## src/rtl/or1200_operandmuxes_param.sv

```systemverilog
// ---------------------------------------------------------------------------
// or1200_operandmuxes_param
//
// Parametrised ID->EX operand multiplexers with freeze-save hold logic.
// Each of NUM_OPS channels selects among its register-file read data, the
// shared sign-extended immediate and NUM_FWD forwarding buses. The selected
// value is registered into the EX stage. When the ID stage freezes, the
// value present at freeze onset is captured once and held until the freeze
// releases. This keeps the EX operand stable while upstream buses move.
//
// Select encoding per channel (s = sel slice):
//   0             : rf_data of this channel
//   1             : simm
//   2..NUM_FWD+1  : fwd_data bus s-2 (0 = EX, 1 = WB, higher = later stages)
//   > NUM_FWD+1   : rf_data of this channel; also raises sticky sel_err
//
// Ports:
//   clk        rising-edge clock
//   rst        asynchronous active-high reset
//   id_freeze  ID stage frozen
//   ex_freeze  EX stage frozen (holds all channel state)
//   rf_data    NUM_OPS*DW register-file read data, channel i at [i*DW +: DW]
//   simm       DW sign-extended immediate, shared by all channels
//   fwd_data   NUM_FWD*DW forwarding buses, bus k at [k*DW +: DW]
//   sel        NUM_OPS*SELW selects, channel i at [i*SELW +: SELW]
//   muxed      NUM_OPS*DW combinational mux result per channel
//   operand    NUM_OPS*DW registered EX-stage operand per channel
//   saved      NUM_OPS freeze-save flag per channel
//   sel_err    NUM_OPS sticky out-of-range select flag per channel
// ---------------------------------------------------------------------------
module or1200_operandmuxes_param #(
  parameter  int DW      = 32,
  parameter  int NUM_OPS = 2,
  parameter  int NUM_FWD = 2,
  localparam int SELW    = $clog2(NUM_FWD + 2)
) (
  input  logic                    clk,
  input  logic                    rst,
  input  logic                    id_freeze,
  input  logic                    ex_freeze,
  input  logic [NUM_OPS*DW-1:0]   rf_data,
  input  logic [DW-1:0]           simm,
  input  logic [NUM_FWD*DW-1:0]   fwd_data,
  input  logic [NUM_OPS*SELW-1:0] sel,
  output logic [NUM_OPS*DW-1:0]   muxed,
  output logic [NUM_OPS*DW-1:0]   operand,
  output logic [NUM_OPS-1:0]      saved,
  output logic [NUM_OPS-1:0]      sel_err
);

  // Highest select value that addresses a real source.
  localparam logic [SELW:0] SEL_MAX = (SELW + 1)'(NUM_FWD + 1);

  for (genvar i = 0; i < NUM_OPS; i++) begin : g_ch
    logic [SELW-1:0] s;
    logic [DW-1:0]   mux_val;
    logic [DW-1:0]   op_q;
    logic            saved_q;
    logic            err_q;
    logic            sel_oob;

    assign s = sel[i*SELW +: SELW];

    // Widened by one bit so the compare stays meaningful when every code
    // of the select field maps to a real source.
    assign sel_oob = {1'b0, s} > SEL_MAX;

    always_comb begin
      // NOTE: default assigned first so every path drives mux_val; without it
      // an unmatched select would infer a latch. Out-of-range falls back here.
      mux_val = rf_data[i*DW +: DW];
      if (s == SELW'(1)) mux_val = simm;
      for (int k = 0; k < NUM_FWD; k++) begin
        if (s == SELW'(k + 2)) mux_val = fwd_data[k*DW +: DW];
      end
    end

    // Priority: EX freeze holds everything; otherwise an unsaved channel
    // loads (and latches the save flag on ID-freeze onset); a saved channel
    // only clears its flag once ID unfreezes, so the held value is used for
    // exactly the frozen span and the next edge resumes normal flow.
    // While saved, muxed and sel are ignored, so a corrupt select on a held
    // channel cannot disturb operand or sel_err.
    always_ff @(posedge clk or posedge rst) begin
      if (rst) begin
        // NOTE: non-blocking assignments for all state so every channel
        // samples pre-edge values regardless of evaluation order.
        op_q    <= '0;
        saved_q <= 1'b0;
        err_q   <= 1'b0;
      end else if (!ex_freeze) begin
        if (!saved_q) begin
          op_q <= mux_val;
          if (id_freeze) saved_q <= 1'b1;
          if (sel_oob)   err_q   <= 1'b1;
        end else if (!id_freeze) begin
          saved_q <= 1'b0;
        end
      end
    end

    assign muxed[i*DW +: DW]   = mux_val;
    assign operand[i*DW +: DW] = op_q;
    assign saved[i]            = saved_q;
    assign sel_err[i]          = err_q;
  end

endmodule
```

## config.mk

```make
export PLATFORM = sky130hd
export DESIGN_NAME = or1200_operandmuxes_param
export DESIGN_NICKNAME = d
export VERILOG_FILES = /design/src/rtl/or1200_operandmuxes_param.sv
export SDC_FILE = /design/constraint.sdc
export NUM_CORES = 1
export LEC_CHECK = 0
export CORE_ASPECT_RATIO = 0.9
export CORE_MARGIN = 2
export CORE_UTILIZATION = 35
export DETAILED_ROUTE_END_ITERATION = 8
export PLACE_DENSITY = 0.81
export SETUP_SLACK_MARGIN = 0.02
export SLEW_MARGIN = 15
export SYNTH_ARGS = -nofsm -noshare
export SYNTH_HDL_FRONTEND = slang
export SYNTH_SLANG_ARGS = --single-unit
```

## constraint.sdc

```tcl
create_clock -name clk -period 3.8 [get_ports clk]
set_input_delay 0.95 -clock clk [delete_from_list [all_inputs] [get_ports clk]]
set_output_delay 0.95 -clock clk [all_outputs]
set_load 0.05 [all_outputs]
```

==> results by group, run 1 <==
Worst hold path
  • End of the worst hold path: g_ch[0].op_q[31]$_DFFE_PP0P_
  • Hold Crit Start: g_ch[0].op_q[31]$_DFFE_PP0P_
  • Hold/Removal Path Class: reg2reg
  • WHS Path Cells: 1

Yosys
  • Fraction of the mapped netlist area in compound gates: 0%
  • Post-synthesis instance area: 4290 um2
  • Simple logic cell fraction of the synthesized area: 0.146%
  • #FFs+latches synth: 65
  • Post-synthesis share of cell area spent on full adders, half adders and majority gates: 0%
  • Largest family of logic cells by synthesized area: multiplexers
  • Sequential share of the synthesized area: 37.9%
  • Post-Synth XOR/XNOR Area: 0%
  • Number of distinct library cells after synthesis: 11
  • Mux contribution to synthesized area: 56.0%
  • Cells after Synth: 221
  • Synth Area per Inst: 19.4 um2
  • Total number of yosys warnings: 0

Worst setup path
  • Critical path endpoint category: output port
  • Nature of the critical path startpoint: primary input
  • Highest cell delay on the worst timing path: 0.39 ns
  • Sequence of cells on the critical path: buf_2, buf_12, mux4_2, buf_4
  • R2R depth: 3
  • Data arrival time of the worst path: 2.17 ns
  • Worst setup path category: in2out
  • Reg-to-reg slack, setup: 2.27 ns
  • CP Data Required Time: 2.85 ns
  • Critical register-to-register path startpoint: g_ch[1].saved_q$_DFFE_PP0N_
  • Crit-path max FO: 17
  • Slowest-stage cell, CP: sky130_fd_sc_hd__buf_2
  • Reg-to-Reg End: g_ch[0].op_q[31]$_DFFE_PP0P_

Pwr
  • Fraction of power consumed by the clock network: 21.1%
  • Sw Share: 41.1%
  • Leak: 3.14 nW
  • Internal cell power: 2.30 mW
  • Part of the total power dissipated in sequential elements: 24.7%
  • IR drop worst, VDD: 0.000243 V
  • Combinational Power Share: 54.2%
  • Areal power density over the cells: 510 nW/um2
  • Switching component of the power: 1.60 mW

STA
  • Setup TNS: 0 ns
  • Final Hold Violating Endpoints: 0
  • Fin. max-slew vios: 0
  • Clock period minus final worst setup slack: 3.12 ns
  • Share of the clock period used by the worst path: 82.2%
  • Maximum clock frequency: 320 MHz
  • Relative slew margins: 50.4%
  • Tightest Pin Transition: 0.743 ns
  • Final setup skew: 0.00614 ns
  • Worst Slack Setup Final: 0.676 ns
  • Setup repair after global routing missed its margin: false
  • Final count of negative-setup-slack endpoints: 0

Placement
  • Placement-stage worst setup slack: 0.664 ns
  • Input/output buffers: 297
  • Final GP Congestion: 0.829
  • Placed Cells: 661
  • Estimated wirelength of the detail-placed design: 11300 um

Global route
  • Via count of the first global-routing pass: 3908
  • Total Routing Usage GR: 22.4%
  • Overflow left after global routing: 0
  • Pin count of the biggest net entering global routing: 65
  • Antenna violations before repair: 0
  • Wire length of the first global-routing pass: 22200 um

Finish
  • Total inserted antenna cells: 0
  • Final net count: 680
  • Commonest cells after routing, fill and taps aside: sky130_fd_sc_hd__clkdlybuf4s50_1 (229), sky130_fd_sc_hd__dfrtp_1 (65), sky130_fd_sc_hd__mux4_2 (64), sky130_fd_sc_hd__mux2_4 (60), sky130_fd_sc_hd__buf_4 (49)
  • Synth-to-layout area growth: 78.3%
  • Ratio of cells with drive above 1 in the final layout: 42.4%
  • Finished Layout Cells: 676
  • Commonest non-fill, non-tap cell in the layout: sky130_fd_sc_hd__clkdlybuf4s50_1

Clock network
  • Root cell of the clock tree: sky130_fd_sc_hd__clkbuf_16
  • Clock network latency to the later pin of the worst-skew pair: 0.32 ns
  • Bufs on Longest Clock Path: 2
  • Clock tree from TritonCTS: built
  • Resize count post-CTS: 0
  • Clk pin slew, worst setup/hold paths: 0.05 ns
  • TritonCTS Sinks: 65
  • Hold Buf Count CTS: 0
  • Post CTS Setup Buffer Count: 0
  • Clock buffer count from CTS: 9
  • H-tree depth reported by CTS: 3

Route
  • Residual antenna-violating net count after detailed routing: 0
  • DRC violations left: 0
  • Total Routed Length: 14500 um
  • Vias after detailed routing: 3494
  • Number of iterations in the first detailed-routing pass: 4
  • Drt initial violations: 136
  • Average routed wire per standard cell: 21.5 um
  • DR vias/cell: 5.17

Floorplanning
  • Number of core rows: 38
  • Die Ht: 109 um
  • Die X: 121 um
  • Area enclosed by the die boundary: 13200 um2
  • Initial core utilization: 35.8%
  • Number of placed I/O pins: 300
  • Core outline area: 12000 um2

Outcome
  • Run status: complete, no violations

Run
  • Max-cap check violation count: 0
## worst max path at each step
| stage | slack, ns | endpoint | cells past startpoint | start |
|---|---|---|---|---|
| finish | 0.68 | muxed[16] | 4 | sel[0] |
| global route | 0.64 | muxed[30] | 4 | sel[1] |
| CTS | 0.66 | muxed[16] | 4 | sel[0] |
| detailed placement | 0.66 | muxed[16] | 4 | sel[0] |
| global placement | 0.67 | muxed[16] | 4 | sel[0] |
| floorplan | 0.97 | muxed[0] | 3 | sel[1] |
## critical path: cells and delay by family
family                 cells  cell delay [ns]
buffers and inverters      3             0.84
muxes                      1             0.35
## layout make-up
| type | instances | area, um2 |
|---|---|---|
| Tap cell | 160 | 200 |
| Fill cell | 903 | 4340 |
| Clock buffer | 12 | 256 |
| Timing Repair Buffer | 303 | 3100 |
| Sequential cell | 65 | 1630 |
| Multi-Input combinational cell | 132 | 2420 |
| Clock inverter | 3 | 40.0 |
| Inverter | 1 | 3.75 |
## metal layers
layer  vias up  track usage [%]  wire (um)
met1      1787             27.5       5440
li1       1499                -          -
met4         0             9.55        348
met2       184             38.6       7700
met3        24             4.60       1050
met5         -                0          0
## power by group through the flow
stage | Combinational, mW | Sequential [mW] | Clock [mW]
after detailed placement | 2.12 | 0.967 | 0
final | 2.11 | 0.961 | 0.824
after floorplan | 0.750 | 1.55 | 0
after global routing | 2.18 | 0.982 | 0.870
after CTS | 2.13 | 0.961 | 0.840
after global placement | 2.11 | 0.962 | 0
## kinds of logic (layout without fill, tap and decap cells)
| family | Yosys count | after routing |
|---|---|---|
| AND/OR/NAND/NOR | 1 | 1 |
| buffers and inverters | 25 | 319 |
| multiplexers | 129 | 129 |
| flip-flops | 65 | 65 |
| other | 1 | 2 |
## registers in the layout, indices dropped and copies added (netlist names)
name	count
g_ch.op_q	64
g_ch.saved_q	1
## through the flow
step                      hold WS [ns]  utilization, %  instance area, um2  total power, mW
after floorplan                  0.547               -                4290             2.30
after global placement           0.491            61.3                7350             3.07
after detailed placement         0.492            61.3                7350             3.09
after CTS                        0.509            63.8                7640             3.93
after global routing             0.524            63.8                7640             4.03
final                            0.508            63.8                7640             3.90
## cells in the mapped netlist
cell / count / share of area (%)
sky130_fd_sc_hd__buf_12: 6 / 2.8
sky130_fd_sc_hd__buf_2: 6 / 0.70
sky130_fd_sc_hd__buf_4: 10 / 1.8
sky130_fd_sc_hd__buf_6: 2 / 0.53
sky130_fd_sc_hd__conb_1: 1 / 0.087
sky130_fd_sc_hd__dfrtp_1: 65 / 38
sky130_fd_sc_hd__inv_1: 1 / 0.087
sky130_fd_sc_hd__mux2_2: 5 / 1.3
sky130_fd_sc_hd__mux2_4: 60 / 21
sky130_fd_sc_hd__mux4_2: 64 / 34
sky130_fd_sc_hd__nor2_2: 1 / 0.15
Note: power is estimated with default switching activity, not from simulation.
==> inputs of run 2 (changes only) <==
- CORE_UTILIZATION: 35 -> 32
- PLACE_DENSITY: 0.81 -> 0.78
- clock period: 3.8 -> 2.5 ns (I/O delays scaled with it)
==> run 2 against run 1 <==
Against the previous run:
- first-iteration DRC count is 19% higher
- utilization down 4.4 points
- register-to-register slack worse by 1.2 ns
- hold slack improved by 0.0015 ns
- setup slack got worse by 0.61 ns
- global-route usage decreased by 1.5 points
- combinational power increased by 55%
- critical path type unchanged
==> results by group, run 2 (synthesis gave the netlist of run 1 again) <==
Outcome
  • Run status: complete, no violations

Clock network
  • Clock tree from TritonCTS: built
  • Root cell of the clock tree: sky130_fd_sc_hd__clkbuf_16
  • Clk pin slew, worst setup/hold paths: 0.05 ns (about the same)
  • TritonCTS Sinks: 65 (unchanged)
  • Resize count post-CTS: 0 (unchanged)
  • Post CTS Setup Buffer Count: 0 (unchanged)
  • Hold Buf Count CTS: 0 (unchanged)
  • H-tree depth reported by CTS: 3 (unchanged)
  • Clock network latency to the later pin of the worst-skew pair: 0.33 ns (about the same)
  • Clock buffer count from CTS: 9 (unchanged)
  • Bufs on Longest Clock Path: 2 (unchanged)

Worst setup path
  • Buffers plus inverters on the worst setup path: 2 (-1)
  • Nature of the critical path startpoint: primary input
  • Critical path endpoint category: output port
  • Highest cell delay on the worst timing path: 0.52 ns (+0.13 ns)
  • CP Data Required Time: 1.88 ns (-0.97 ns)
  • Worst setup path category: in2out
  • Data arrival time of the worst path: 1.81 ns (-0.36 ns)
  • Reg-to-reg slack, setup: 1.06 ns (-1.21 ns)
  • Slowest-stage cell, CP: sky130_fd_sc_hd__mux4_2
  • Gate family responsible for the most delay along the worst path: buffers and inverters
  • Crit-path max FO: 2 (-15)
  • Sequence of cells on the critical path: clkdlybuf4s50_1, mux4_2, buf_4

STA
  • Setup repair after global routing missed its margin: false
  • Final Hold Violating Endpoints: 0 (unchanged)
  • Share of the clock period used by the worst path: 97.3%
  • Maximum clock frequency: 411 MHz
  • Setup TNS: 0 ns (unchanged)
  • Clock period minus final worst setup slack: 2.43 ns
  • Final count of negative-setup-slack endpoints: 0 (unchanged)
  • Tightest Pin Transition: 0.602 ns (-0.142 ns)
  • Fin. max-slew vios: 0 (unchanged)
  • Relative slew margins: 59.8% (+9.5 points)
  • Final setup skew: 0.00722 ns (+0.00108 ns)

Pwr
  • Overall Power: 5.89 mW (+51%)
  • Leak: 3.21 nW (+2.1%)
  • IR drop worst, VDD: 0.000354 V (+45%)
  • Areal power density over the cells: 751 nW/um2 (+47%)

Route
  • Vias after detailed routing: 3501 (+0.20%)
  • Residual antenna-violating net count after detailed routing: 0 (unchanged)
  • DR vias/cell: 5.09 (-1.5%)
  • Drt initial violations: 162 (+19%)
  • Total Routed Length: 15100 um (+4.0%)
  • DRC violations left: 0 (unchanged)
  • Number of iterations in the first detailed-routing pass: 4 (unchanged)
  • Average routed wire per standard cell: 22.0 um (+2.1%)

Finish
  • Ratio of cells with drive above 1 in the final layout: 43.1% (+0.64 points)
  • Final net count: 684 (+0.59%)
  • Commonest non-fill, non-tap cell in the layout: sky130_fd_sc_hd__clkdlybuf4s50_1
  • Max FFs per register: 64 (unchanged)
  • Largest registers in the final layout: g_ch.op_q: 64 flops, g_ch.saved_q: 1 flops
  • Commonest cells after routing, fill and taps aside: sky130_fd_sc_hd__clkdlybuf4s50_1 (229), sky130_fd_sc_hd__dfrtp_1 (65), sky130_fd_sc_hd__mux4_2 (64), sky130_fd_sc_hd__mux2_4 (60), sky130_fd_sc_hd__buf_4 (38)
  • Synth-to-layout area growth: 83.1%
  • Filler cell count in the final layout: 1034 (+15%)
  • Register bank with the most flops: g_ch.op_q
  • Total inserted antenna cells: 0 (unchanged)

Placement
  • Final GP Congestion: 0.832 (+0.41%)
  • Estimated wirelength of the detail-placed design: 11600 um (+3.2%)
  • Input/output buffers: 297 (unchanged)

Floorplanning
  • Number of core rows: 40 (+5.3%)
  • Area enclosed by the die boundary: 14300 um2 (+9.0%)
  • Initial core utilization: 32.4% (-3.3 points)
  • Number of placed I/O pins: 300 (unchanged)
  • Die X: 126 um (+4.4%)
  • Die Ht: 114 um (+4.4%)
  • Core outline area: 13200 um2 (+10%)

Global route
  • Pin count of the biggest net entering global routing: 37 (-43%)
  • Antenna violations before repair: 0 (unchanged)
  • Total Routing Usage GR: 20.9% (-1.5 points)
  • Overflow left after global routing: 0 (unchanged)
  • Via count of the first global-routing pass: 3814 (-2.4%)
  • Wire length of the first global-routing pass: 23000 um (+3.5%)

Run
  • Max-cap check violation count: 0 (unchanged)

Worst hold path
  • Hold/Removal Path Class: reg2reg
run 2: changes by cell type in the layout (fill, tap and decap cells not counted):
cell / before / now
sky130_fd_sc_hd__buf_12: 21 / 36
sky130_fd_sc_hd__bufinv_16: 1 / 0
sky130_fd_sc_hd__clkinvlp_4: 0 / 3
sky130_fd_sc_hd__clkbuf_8: 2 / 1
sky130_fd_sc_hd__clkbuf_1: 1 / 0
sky130_fd_sc_hd__buf_4: 49 / 38
run 2: where the power goes:
group / leakage (nW) / switching (mW) / internal [mW]
registers: 0.760 / 0.151 / 1.31
clock network: 0.126 / 0.466 / 0.688
logic: 2.32 / 1.85 / 1.43
run 2: metal layers:
layer,part of all wire (%),vias to the layer above,global-route usage [%],wire length [um]
met2,53,163,37.2,8060
li1,-,1499,-,-
met4,0.95,0,5.42,143
met1,40,1828,26.4,5980
met5,0,-,0,0
met3,6.2,11,3.85,933
run 2: through the flow:
stage	cells	cell area [um2]	utilization, %	setup slack, ns	hold WS [ns]
final	688	7850	59.4	0.0677	0.509
after global routing	688	7850	59.4	0.0476	0.519
after CTS	688	7850	59.4	0.0599	0.509
after detailed placement	673	7580	57.3	0.0607	0.492
after global placement	673	7580	57.3	0.0829	0.493
after floorplan	222	4290	-	0.249	0.547
run 2: final timing paths:
kind	startpoint	endpoint	cells past startpoint
setup / recovery	simm[30]	muxed[62]	3
hold reg to reg	g_ch[1].op_q[11]$_DFFE_PP0P_	g_ch[1].op_q[11]$_DFFE_PP0P_	1
hold / removal	g_ch[1].op_q[11]$_DFFE_PP0P_	g_ch[1].op_q[11]$_DFFE_PP0P_	1
setup reg to reg	g_ch[1].saved_q$_DFFE_PP0N_	g_ch[0].op_q[16]$_DFFE_PP0P_	3
min in group asynchronous	rst	g_ch[0].op_q[5]$_DFFE_PP0P_	2
max in group asynchronous	rst	g_ch[0].op_q[11]$_DFFE_PP0P_	3
run 2: final cells by class:
class,count,area (um2),share of cell area (%)
clock inverter,5,32.5,0.415
multi-input combinational,132,2420,30.8
inverter,1,3.75,0.0478
sequential,65,1630,20.7
tap,168,210,2.68
timing repair buffer,307,3320,42.3
clock buffer,10,239,3.05
==> inputs of run 3 (changes only) <==
--- a/constraint.sdc
+++ b/constraint.sdc
@@ -3,2 +3,2 @@
 set_output_delay 0.625 -clock clk [all_outputs]
-set_load 0.05 [all_outputs]
+set_load 0.02 [all_outputs]
==> run 3 against run 2 <==
Against the previous run:
- hold slack lost 0.0047 ns
- largest cell class unchanged
- sequential power is essentially flat
- first-iteration DRC count is the same
- critical endpoint is now muxed[25]
- final cell count grew 6.7%
- maximum frequency shrank 1.3%
==> results by group, run 3 (synthesis gave the netlist of run 1 again) <==
Outcome
  • Run status: complete, no violations

Worst setup path
  • CP Data Required Time: 1.88 ns (about the same)
  • Highest cell delay on the worst timing path: 0.50 ns (-0.02 ns)
  • Gate family responsible for the most delay along the worst path: buffers and inverters
  • R2R depth: 3 (unchanged)
  • Buffers plus inverters on the worst setup path: 2 (unchanged)
  • Data arrival time of the worst path: 1.84 ns (+0.03 ns)
  • Critical path endpoint category: output port
  • Sequence of cells on the critical path: clkdlybuf4s50_1, mux4_2, clkdlybuf4s15_2
  • Reg-to-reg slack, setup: 1.05 ns (about the same)
  • Slowest-stage cell, CP: sky130_fd_sc_hd__mux4_2
  • Nature of the critical path startpoint: primary input
  • Critical register-to-register path startpoint: g_ch[1].saved_q$_DFFE_PP0N_
  • Crit-path max FO: 2 (unchanged)
  • Worst setup path category: in2out
  • Reg-to-Reg End: g_ch[0].op_q[16]$_DFFE_PP0P_

Global route
  • Wire length of the first global-routing pass: 23600 um (+2.8%)
  • Antenna violations before repair: 0 (unchanged)
  • Via count of the first global-routing pass: 3995 (+4.7%)
  • Overflow left after global routing: 0 (unchanged)
  • Total Routing Usage GR: 21.4% (+0.53 points)
  • Pin count of the biggest net entering global routing: 66 (+78%)

Placement
  • Estimated wirelength of the detail-placed design: 11800 um (+1.3%)
  • Input/output buffers: 297 (unchanged)
  • Placed Cells: 714 (+6.1%)
  • Final GP Congestion: 0.803 (-3.5%)

Floorplanning
  • Die Ht: 114 um (unchanged)
  • Number of placed I/O pins: 300 (unchanged)
  • Core outline area: 13200 um2 (unchanged)
  • Initial core utilization: 32.4% (unchanged)
  • Area enclosed by the die boundary: 14300 um2 (unchanged)
  • Die X: 126 um (unchanged)
  • Number of core rows: 40 (unchanged)

Run
  • Max-cap check violation count: 0 (unchanged)

Clock network
  • Bufs on Longest Clock Path: 2 (unchanged)
  • Clk pin slew, worst setup/hold paths: 0.06 ns (about the same)
  • TritonCTS Sinks: 65 (unchanged)
  • H-tree depth reported by CTS: 3 (unchanged)
  • Clock buffer count from CTS: 9 (unchanged)
  • Clock network latency to the later pin of the worst-skew pair: 0.33 ns (about the same)
  • Root cell of the clock tree: sky130_fd_sc_hd__clkbuf_16
  • Clock tree from TritonCTS: built
  • Hold Buf Count CTS: 0 (unchanged)

Finish
  • Register bank with the most flops: g_ch.op_q
  • Ratio of cells with drive above 1 in the final layout: 47.5% (+4.4 points)
  • Commonest non-fill, non-tap cell in the layout: sky130_fd_sc_hd__clkdlybuf4s50_1
  • Final net count: 729 (+6.6%)
  • Synth-to-layout area growth: 84.6%
  • Max FFs per register: 64 (unchanged)
  • Largest registers in the final layout: g_ch.op_q: 64 flops, g_ch.saved_q: 1 flops
  • Finished Layout Cells: 734 (+6.7%)
  • Total inserted antenna cells: 0 (unchanged)
  • Commonest cells after routing, fill and taps aside: sky130_fd_sc_hd__clkdlybuf4s50_1 (229), sky130_fd_sc_hd__dfrtp_1 (65), sky130_fd_sc_hd__mux4_2 (64), sky130_fd_sc_hd__mux2_4 (60), sky130_fd_sc_hd__buf_4 (44)

Worst hold path
  • End of the worst hold path: g_ch[1].op_q[31]$_DFFE_PP0P_
  • Hold/Removal Path Class: reg2reg
  • Hold Crit Start: g_ch[1].op_q[31]$_DFFE_PP0P_
  • WHS Path Cells: 1 (unchanged)

Route
  • Total Routed Length: 15300 um (+1.0%)
  • Vias after detailed routing: 3662 (+4.6%)
  • DRC violations left: 0 (unchanged)
  • Drt initial violations: 162 (unchanged)
  • Number of iterations in the first detailed-routing pass: 4 (unchanged)
  • Average routed wire per standard cell: 20.8 um (-5.3%)
  • DR vias/cell: 4.99 (-2.0%)
  • Residual antenna-violating net count after detailed routing: 0 (unchanged)

STA
  • Clock period minus final worst setup slack: 2.46 ns (+0.0313 ns)
  • Final setup skew: 0.00649 ns (-0.000723 ns)
  • Maximum clock frequency: 406 MHz (-1.3%)
  • Setup repair after global routing missed its margin: false
  • Share of the clock period used by the worst path: 98.5% (+1.3 points)
  • Final count of negative-setup-slack endpoints: 0 (unchanged)
  • Final Hold Violating Endpoints: 0 (unchanged)
  • Fin. max-slew vios: 0 (unchanged)
  • Final hold slack: 0.504 ns (-0.00467 ns)

Pwr
  • Areal power density over the cells: 666 nW/um2 (-11%)
  • Leak: 3.32 nW (+3.6%)
  • IR drop worst, VDD: 0.000413 V (+17%)
## run 3: cell count changes in the layout (fill, tap and decap cells not counted), sizes merged
| cell | before | now |
|---|---|---|
| buf | 78 | 86 |
| bufbuf | 0 | 1 |
| bufinv | 0 | 3 |
| clkbuf | 10 | 30 |
| clkdlybuf4s15 | 0 | 16 |
| clkinv | 2 | 1 |
| clkinvlp | 3 | 1 |
| inv | 1 | 2 |
## run 3: what timing repair did
item / CTS / global route
buffers inserted: 0 / 3
cloned: 1 / 0
setup endpoints to repair: 64 / 37
resized for setup: 184 / 37
## run 3: worst max path at each step
stage / startpoint / endpoint / depth (start not counted) / slack, ns
4_1_cts: sel[1] / muxed[17] / 4 / 0.02
5_1_grt: fwd_data[16] / muxed[48] / 3 / 0.02
3_5_place_dp: rf_data[16] / muxed[16] / 3 / -0.29
2_1_floorplan: rst / g_ch[0].op_q[0]$_DFFE_PP0P_ / 1 / 0.25
6_report: simm[25] / muxed[25] / 3 / 0.04
3_3_place_gp: sel[1] / muxed[24] / 4 / -0.28
## run 3: power by group
part	switching [mW]	internal (mW)	leakage (nW)	total, mW
Combinational	0.993	1.36	2.40	2.35
Sequential	0.149	1.31	0.760	1.46
Clock	0.477	0.979	0.163	1.46
Total	1.62	3.65	3.32	5.27
## run 3: area by class of cell
type	instances	area, um2
fill	1052	5300
multi-input combinational	132	2420
inverter	1	3.75
clock inverter	6	115
timing repair buffer	352	3310
clock buffer	10	229
tap	168	210
sequential	65	1630
## run 3: through the flow
step | utilization, % | worst slack (ns) | instance area (um2) | setup TNS, ns | power [mW]
5_1_grt | 59.9 | 0.0207 | 7910 | 0 | 5.50
4_1_cts | 61.3 | 0.0183 | 8100 | 0 | 5.38
2_1_floorplan | - | 0.249 | 4290 | 0 | 2.64
6_report | 59.9 | 0.0364 | 7910 | 0 | 5.27
3_3_place_gp | 58.5 | -0.283 | 7730 | -15.36 | 3.87
3_5_place_dp | 58.5 | -0.289 | 7730 | -15.91 | 3.91
## run 3: layer usage
metal / wire length (um) / up-vias / global-route usage, %
li1: - / 1594 / -
met1: 6140 / 1881 / 26.6
met2: 7950 / 172 / 37.5
met3: 996 / 15 / 5.86
met4: 184 / 0 / 5.13
met5: 0 / - / 0
